File: src/rtl/wb_write_arbiter.sv
// Writeback arbiter: merges never-stalled ALU results with handshaked load results
// onto the single register-file write port, with an in-order load FIFO and WAW squash.
module wb_write_arbiter #(
  parameter int DEPTH = 4
) (
  input  logic                     clk,
  input  logic                     reset,
  input  logic                     alu_valid,
  input  logic [4:0]               alu_rd,
  input  logic [63:0]              alu_data,
  input  logic                     ld_valid,
  output logic                     ld_ready,
  input  logic [4:0]               ld_rd,
  input  logic [63:0]              ld_data,
  output logic                     RegWrite,
  output logic [4:0]               WriteRegister,
  output logic [63:0]              WriteData,
  input  logic [4:0]               q_rs1,
  input  logic [4:0]               q_rs2,
  output logic                     q_hit1,
  output logic                     q_hit2,
  output logic [$clog2(DEPTH):0]   fifo_count
);

  localparam int PW = $clog2(DEPTH);
  localparam int CW = PW + 1;

  logic [4:0]       rd_q   [DEPTH];
  logic [4:0]       rd_d   [DEPTH];
  logic [63:0]      data_q [DEPTH];
  logic [63:0]      data_d [DEPTH];
  logic [DEPTH-1:0] vld_q, vld_d;
  logic [DEPTH-1:0] sq_q, sq_d;
  logic [PW-1:0]    wptr_q, wptr_d;
  logic [PW-1:0]    rptr_q, rptr_d;
  logic [CW-1:0]    count_q, count_d;

  logic             regwrite_q, regwrite_d;
  logic [4:0]       wreg_q, wreg_d;
  logic [63:0]      wdata_q, wdata_d;

  logic ld_acc, ld_keep, alu_wr, fifo_empty, push, pop;
  logic hit1_fifo, hit2_fifo;

  assign ld_ready   = (count_q < CW'(DEPTH));
  assign ld_acc     = ld_valid && ld_ready;
  // x31 loads are consumed by the handshake but never stored
  assign ld_keep    = ld_acc && (ld_rd != 5'd31);
  assign alu_wr     = alu_valid && (alu_rd != 5'd31);
  assign fifo_empty = (count_q == '0);

  always_comb begin
    rd_d       = rd_q;
    data_d     = data_q;
    vld_d      = vld_q;
    sq_d       = sq_q;
    wptr_d     = wptr_q;
    rptr_d     = rptr_q;
    regwrite_d = 1'b0;
    wreg_d     = wreg_q;
    wdata_d    = wdata_q;
    push       = 1'b0;
    pop        = 1'b0;

    if (alu_wr) begin
      for (int i = 0; i < DEPTH; i++) begin
        if (vld_q[i] && (rd_q[i] == alu_rd)) sq_d[i] = 1'b1;
      end
    end

    // An x31 ALU result still owns the port this cycle, so loads must queue
    if (alu_valid) begin
      regwrite_d = alu_wr;
      if (alu_wr) begin
        wreg_d  = alu_rd;
        wdata_d = alu_data;
      end
      push = ld_keep;
    end else if (!fifo_empty) begin
      pop        = 1'b1;
      regwrite_d = !sq_q[rptr_q];
      if (!sq_q[rptr_q]) begin
        wreg_d  = rd_q[rptr_q];
        wdata_d = data_q[rptr_q];
      end
      push = ld_keep;
    end else if (ld_keep) begin
      regwrite_d = 1'b1;
      wreg_d     = ld_rd;
      wdata_d    = ld_data;
    end

    if (pop) begin
      vld_d[rptr_q] = 1'b0;
      sq_d[rptr_q]  = 1'b0;
      rptr_d        = rptr_q + PW'(1);
    end

    // Push slot never equals the pop slot: push requires a free entry
    if (push) begin
      vld_d[wptr_q]  = 1'b1;
      sq_d[wptr_q]   = alu_wr && (ld_rd == alu_rd);
      rd_d[wptr_q]   = ld_rd;
      data_d[wptr_q] = ld_data;
      wptr_d         = wptr_q + PW'(1);
    end

    count_d = count_q + CW'(push) - CW'(pop);
  end

  always_ff @(posedge clk or negedge reset) begin
    if (!reset) begin
      for (int i = 0; i < DEPTH; i++) begin
        rd_q[i]   <= '0;
        data_q[i] <= '0;
      end
      vld_q      <= '0;
      sq_q       <= '0;
      wptr_q     <= '0;
      rptr_q     <= '0;
      count_q    <= '0;
      regwrite_q <= 1'b0;
      wreg_q     <= '0;
      wdata_q    <= '0;
    end else begin
      rd_q       <= rd_d;
      data_q     <= data_d;
      vld_q      <= vld_d;
      sq_q       <= sq_d;
      wptr_q     <= wptr_d;
      rptr_q     <= rptr_d;
      count_q    <= count_d;
      regwrite_q <= regwrite_d;
      wreg_q     <= wreg_d;
      wdata_q    <= wdata_d;
    end
  end

  always_comb begin
    hit1_fifo = 1'b0;
    hit2_fifo = 1'b0;
    for (int i = 0; i < DEPTH; i++) begin
      if (vld_q[i] && !sq_q[i] && (rd_q[i] == q_rs1)) hit1_fifo = 1'b1;
      if (vld_q[i] && !sq_q[i] && (rd_q[i] == q_rs2)) hit2_fifo = 1'b1;
    end
  end

  assign q_hit1 = (q_rs1 != 5'd31) &&
                  (hit1_fifo || (regwrite_q && (wreg_q == q_rs1)));
  assign q_hit2 = (q_rs2 != 5'd31) &&
                  (hit2_fifo || (regwrite_q && (wreg_q == q_rs2)));

  assign RegWrite      = regwrite_q;
  assign WriteRegister = wreg_q;
  assign WriteData     = wdata_q;
  assign fifo_count    = count_q;

endmodule

File: config.mk
export PLATFORM = sky130hd
export DESIGN_NAME = wb_write_arbiter
export DESIGN_NICKNAME = d
export VERILOG_FILES = /design/src/rtl/wb_write_arbiter.sv
export SDC_FILE = /design/constraint.sdc
export NUM_CORES = 1
export LEC_CHECK = 0
export ABC_AREA = 1
export CELL_PAD_IN_SITES_DETAIL_PLACEMENT = 1
export CELL_PAD_IN_SITES_GLOBAL_PLACEMENT = 2
export CORE_UTILIZATION = 32
export DETAILED_ROUTE_END_ITERATION = 16
export GPL_TIMING_DRIVEN = 0
export MAX_ROUTING_LAYER = met4
export PLACE_DENSITY_LB_ADDON = 0.1
export SLEW_MARGIN = 15
export SYNTH_ARGS = -nofsm -noshare
export SYNTH_HDL_FRONTEND = slang
export SYNTH_SLANG_ARGS = --single-unit
File: constraint.sdc
create_clock -name clk -period 3 [get_ports clk]
set_input_delay 0.45 -clock clk [delete_from_list [all_inputs] [get_ports clk]]
set_output_delay 0.45 -clock clk [all_outputs]
set_load 0.1 [all_outputs]
### Yosys cells after proc, flatten, opt, wreduce, memory -nomap -nowiden

Cells that the tools add are included.
Widths: inputs -> output; s select.

* bits in registers: 361
* latch bits: 0
* memory bits (writable): 0
* memory bits (read-only): 0
* input bits: 152
* output and inout bits: 76
* logic and storage cells: 145
* memories kept: 0

* $add $sub $neg: 4
* multiply operators: 0
* divide/modulo/power cells: 0
* $lt $le $gt $ge: 8
* equal/unequal tests: 22
* shift-type cells: 0
* muxes and demuxes: 53
* bitwise operators: 6
* reduce and logical (&&, ||, !) cells: 36

Operator list (number)
* $mux 64: 8
* $bwmux 256: 1
* $bmux 64 s2: 1
* $demux 64 s2: 1
* $eq 5x5->1: 15
* $mux 5: 8
* $logic_and 1x1->1: 27
* $mux 1: 22
* $bwmux 20: 1
* $mux 4: 5
* $ne 5x5->1 const B: 4
* $bmux 5 s2: 1
* $demux 5 s2: 1
* $and 4x4->4: 2
* $ge 3x3->1 const B: 2
* $lt 2x3->1 const B: 2
* $ne 3x3->1 const B: 2
* $not 2->3: 2
* $logic_not 1->1: 5
* $add 2x1->2 const B: 2
* $bwmux 4: 1
* $demux 1 s2: 2
* $ge 2x1->1 const B: 2
* $not 4->4: 1
* other kinds (10): 11

### Logic depth before layout (Yosys ltp)

* word-level depth: 9
* mapped depth: 11
* gate-level depth less buffers: 10

### Worst setup path after synthesis

OpenSTA, ideal clock, no wires.

* path kind: flip-flop to flip-flop
* start: register count_q[2], in the netlist fifo_count[2]
* end: register count_q[2], in the netlist fifo_count[2]
* library setup time: 163 ps
* arrival time: 3146 ps
* data required time: 2837 ps
* setup slack: -309 ps
* cell stages (with the launch flop): 10
* buffers on the path: 1
* clock period less this slack: 3309 ps
* path through: dfrtp_1 inv_2 a21oi_1 clkbuf_1 ha_1 inv_1 ha_1 fa_1 xnor2_1 xor2_1

* longest elaborated chain between the ends: 7
* elaborated cells on any way between the ends: 10
* classes of those cells: 2 x add/sub; 1 x order compare; 4 x mux; 3 x reduce/logical

Ends and longest elaborated chain
* start: declaration: RTL line 36 `logic [CW-1:0] count_q, count_d;`
* start signal: assignment: RTL line 132 `count_q <= count_d;`
* $lt 3x3->1 *: RTL line 45 `assign ld_ready = (count_q < CW'(DEPTH));`
* via ld_ready: RTL line 12 `output logic ld_ready,`
* $logic_and 1x1->1 *: RTL line 46 `assign ld_acc = ld_valid && ld_ready;`
* $logic_and 1x1->1 *: RTL line 48 `assign ld_keep = ld_acc && (ld_rd != 5'd31);`
* $mux 1: RTL line 79 `end else if (!fifo_empty) begin`
* $mux 1 *: RTL line 72 `if (alu_valid) begin`
* $add 3x1->3 *: RTL line 108 `count_d = count_q + CW'(push) - CW'(pop);`
* $sub 3x1->3 *: RTL line 108
* via count_d[2]: RTL line 36

The timed path passes the listed nets; every way through them passes the cells marked *.
A chain may end at the register's enable or synchronous reset.

### Final worst setup path

* start: input q_rs1[3]
* end: output q_hit1

* longest elaborated chain between the ends: 8
* elaborated cells on any way between the ends: 17
* classes of those cells: 6 x eq/ne; 4 x mux; 7 x reduce/logical

Ends and longest elaborated chain
* start: declaration: RTL line 18 `input logic [4:0] q_rs1,`
* $eq 5x5->1: RTL line 143 `if (vld_q[i] && !sq_q[i] && (rd_q[i] == q_rs1)) hit1_fifo = 1'b1;`
* $logic_and 1x1->1: RTL line 143
* $mux 1 (4 in a row): RTL line 143
* $logic_or 1x1->1: RTL line 149 `(hit1_fifo || (regwrite_q && (wreg_q == q_rs1)));`
* $logic_and 1x1->1 *: RTL line 148 `assign q_hit1 = (q_rs1 != 5'd31) &&`
* end: declaration: RTL line 20 `output logic q_hit1,`

Mark *: on every way between the ends. The rest lies on a longest branch, timed or not.

==> flow_metrics.py <==
metrics = {
    "placed_design": {
        "dp_hpwl_um": 49590,
        "pre_cts_slack_ns": -0.6216,
        "port_buffers": 213,
        "place.gp.congestion": 0.8632,
    },
    "setup_path": {
        "cp_max_fo": 7,
        "arrival_ns": 2.36,
        "r2r_slack_ns": 0.35,
        "critPathLaunch": "q_rs1[3]",
        "path_class": "input pin to output port",
        "crit_required_ns": 2.55,
        "end_kind": "output port",
        "start_kind": "input pin",
        "r2r-start": "fifo_count[2]",
    },
    "route": {
        "route.antenna.remaining_nets": 0,
        "wire_per_inst_um": 19.23,
        "drc": 0,
        "drt_iter0_markers": 950,
        "routed_wirelength_um": 68150,
        "dr.pass1.iters": 7,
        "vias_per_cell": 4.900,
        "dr_total_vias": 17360,
    },
    "timing": {
        "slew_viol_final": 0,
        "max-slew-margin-rel": 0.2458,
        "worst_pin_slew_ns": 1.128,
        "timing.fmax_ghz": 0.3559,
        "fin_crit_ns": 2.810,
        "layout_setup_ws_ns": 0.1902,
        "finalHoldViolations": 0,
        "setup_violations": 0,
        "rsz0062_at_grt": "false",
        "finalClockSkew_ns": 0.01181,
        "fin_crit_sh": 0.9366,
    },
    "finish": {
        "nFillCells": 7124,
        "final_common_cell": "nand2_1",
        "final_cell_mix": "985 x nand2_1, 360 x dfrtp_1, 235 x o21ai_0",
        "syn_to_final_growth_pct": 24.90,
        "drive_gt1_frac": 0.08750,
        "fin_nets": 2912,
    },
    "floorplanning": {
        "initial_core_util": 0.3238,
        "io_pins": 228,
        "die_w_um": 243.4,
        "die_y_um": 243.4,
        "coreArea_mm2": 0.05759,
        "fp.dieArea_mm2": 0.05924,
        "row_count": 88,
    },
    "synthesis": {
        "ys_seq_elements": 361,
        "synth_nets": 2648,
        "synth.distinct_cells": 34,
        "netlist_instances": 2485,
        "synth_warnings": 0,
        "syn_area_mm2": 0.01865,
        "ys_seq_area_frac": 0.4845,
        "avgSynthCellArea_um2": 7.503,
    },
    "power_and_ir_drop": {
        "power.density_mw_per_mm2": 1223,
        "ir_worst_vdd_mv": 0.7827,
        "p_leak_nw": 11.40,
        "p_total_w": 0.02849,
    },
    "run_status": {
        "status": "finished, final reports clean",
    },
    "cts": {
        "cts_buffers": 44,
        "cts_root_buf": "clkbuf_16",
        "worst_skew_pair.late_latency_ns": 0.57,
        "htreeDepth": 2,
        "cts_tree": "yes",
        "post_cts_buffers": 0,
        "clk_pin_slew_ns": 0.06,
        "cts_buffer_depth": 3,
        "clock-sinks": 361,
    },
    "global_route": {
        "grt_pass1_wl_um": 109400,
        "grt.total_usage": 0.2421,
        "grt_pass1_vias": 18800,
        "grt-ovfl-total": 0,
        "grt_max_degree": 94,
        "antenna_found_initial": 1,
    },
    "worst_hold_path": {
        "min_from": "ld_rd[3]",
        "min_path_type": "input pin to register",
    },
    "job": {
        "drv_cap": 0,
    },
}
## metrics by stage
stage / hold WS, ns / setup TNS, ns / instances / util / area (um2)
finish: 0.2447 / 0 / 3543 / 0.4044 / 23290
global route: 0.2479 / 0 / 3542 / 0.4044 / 23290
CTS: 0.2122 / 0 / 3542 / 0.4044 / 23290
detailed placement: 0.3705 / -1.779 / 3467 / 0.3795 / 21860
global placement: 0.4600 / -5668.16 / 3463 / 0.3775 / 21740
floorplan: 0.1544 / 0 / 2485 / - / 18650
## state kept, by name, summed over array words and instances (netlist names)
register / count
RegWrite: 1
sq_q: 4
fifo_count: 3
WriteData: 64
vld_q: 4
rptr_q: 2
data_q: 256
rd_q: 20
wptr_q: 2
WriteRegister: 5
## cell usage after synthesis, drive strengths merged
cell type | count | area (um2)
a21oi | 22 | 110.1
o22ai | 1 | 6.260
o211ai | 75 | 563.0
fa | 1 | 20.02
nand3 | 96 | 498.0
xnor2 | 4 | 35.03
inv | 210 | 788.3
a22oi | 1 | 7.510
clkinv | 1 | 3.750
nand4 | 6 | 43.79
ha | 10 | 125.1
nor2 | 180 | 716.9
xor2 | 7 | 61.31
dfrtp | 361 | 9034
o21ai | 365 | 2029
or2 | 1 | 6.260
nor3 | 3 | 15.01
nand2 | 986 | 3704
buf | 100 | 669.4
clkbuf | 55 | 209.0
## cell families (layout without fill, tap and decap cells)
group / Yosys count / in the layout / synth area share
and+or+nand+nor: 1272 / 1272 / 0.2673
AOI/OAI and AO/OA: 464 / 464 / 0.1457
buffers and inverters: 366 / 658 / 0.08959
DFF: 361 / 361 / 0.4845
adders and majority gates: 11 / 11 / 0.007784
xor gates and xnor gates: 11 / 11 / 0.005167
other: 0 / 1 / 0
## layout make-up
type / count / area (um2) / area share
inverters: 211 / 792.0 / 0.03401
repair buffers: 218 / 2250 / 0.09660
multi-input cells: 1758 / 7946 / 0.3412
well taps: 765 / 957.2 / 0.04110
clock buffers: 64 / 1287 / 0.05528
clock inverters: 10 / 140.1 / 0.006017
diodes: 1 / 2.502 / 0.0001075
plain buffers: 155 / 878.3 / 0.03772
flip-flops and latches: 361 / 9035 / 0.3880
## where the power goes
group | total [W] | internal, W | switching (W)
clock network | 0.00543 | 0.00322 | 0.00221
logic | 0.0146 | 0.00408 | 0.0105
registers | 0.00845 | 0.00718 | 0.00127
total | 0.0285 | 0.0145 | 0.0140
## path summary, 6_finish.rpt
check | endpoint | cells after the start
max in group asynchronous | WriteData[31] | 5
setup reg to reg | WriteData[52] | 8
setup / recovery | q_hit1 | 10
hold / removal | rd_q[8] | 3
hold reg to reg | WriteData[9] | 2
min in group asynchronous | WriteRegister[1] | 2
## metal layers
| layer | up-vias | part of all wire | global-route usage |
|---|---|---|---|
| li1 | 8357 | - | - |
| met1 | 8599 | 0.46 | 0.3235 |
| met2 | 311 | 0.47 | 0.3875 |
| met3 | 92 | 0.038 | 0.02732 |
| met4 | 0 | 0.024 | 0.06696 |
| met5 | - | 0 | - |
## critical path, stage by stage
cell,delay (ns)
clkdlybuf4s50_1,0.65
inv_1,0.17
nand2_1,0.09
nand2_1,0.06
nor2_1,0.15
nand3_1,0.12
nand3_1,0.09
nor2_1,0.05
nor2_2,0.08
buf_2,0.43
## repair_timing
| action | in CTS | in global routing |
|---|---|---|
| hold buffers | 1 | 0 |
| endpoints found under the setup margin | 2 | 2 |
| pin swaps | 0 | 0 |
| resized for setup | 8 | 3 |
| endpoints found under the hold margin | 41 | 0 |
(Power assumes the default switching activity.)
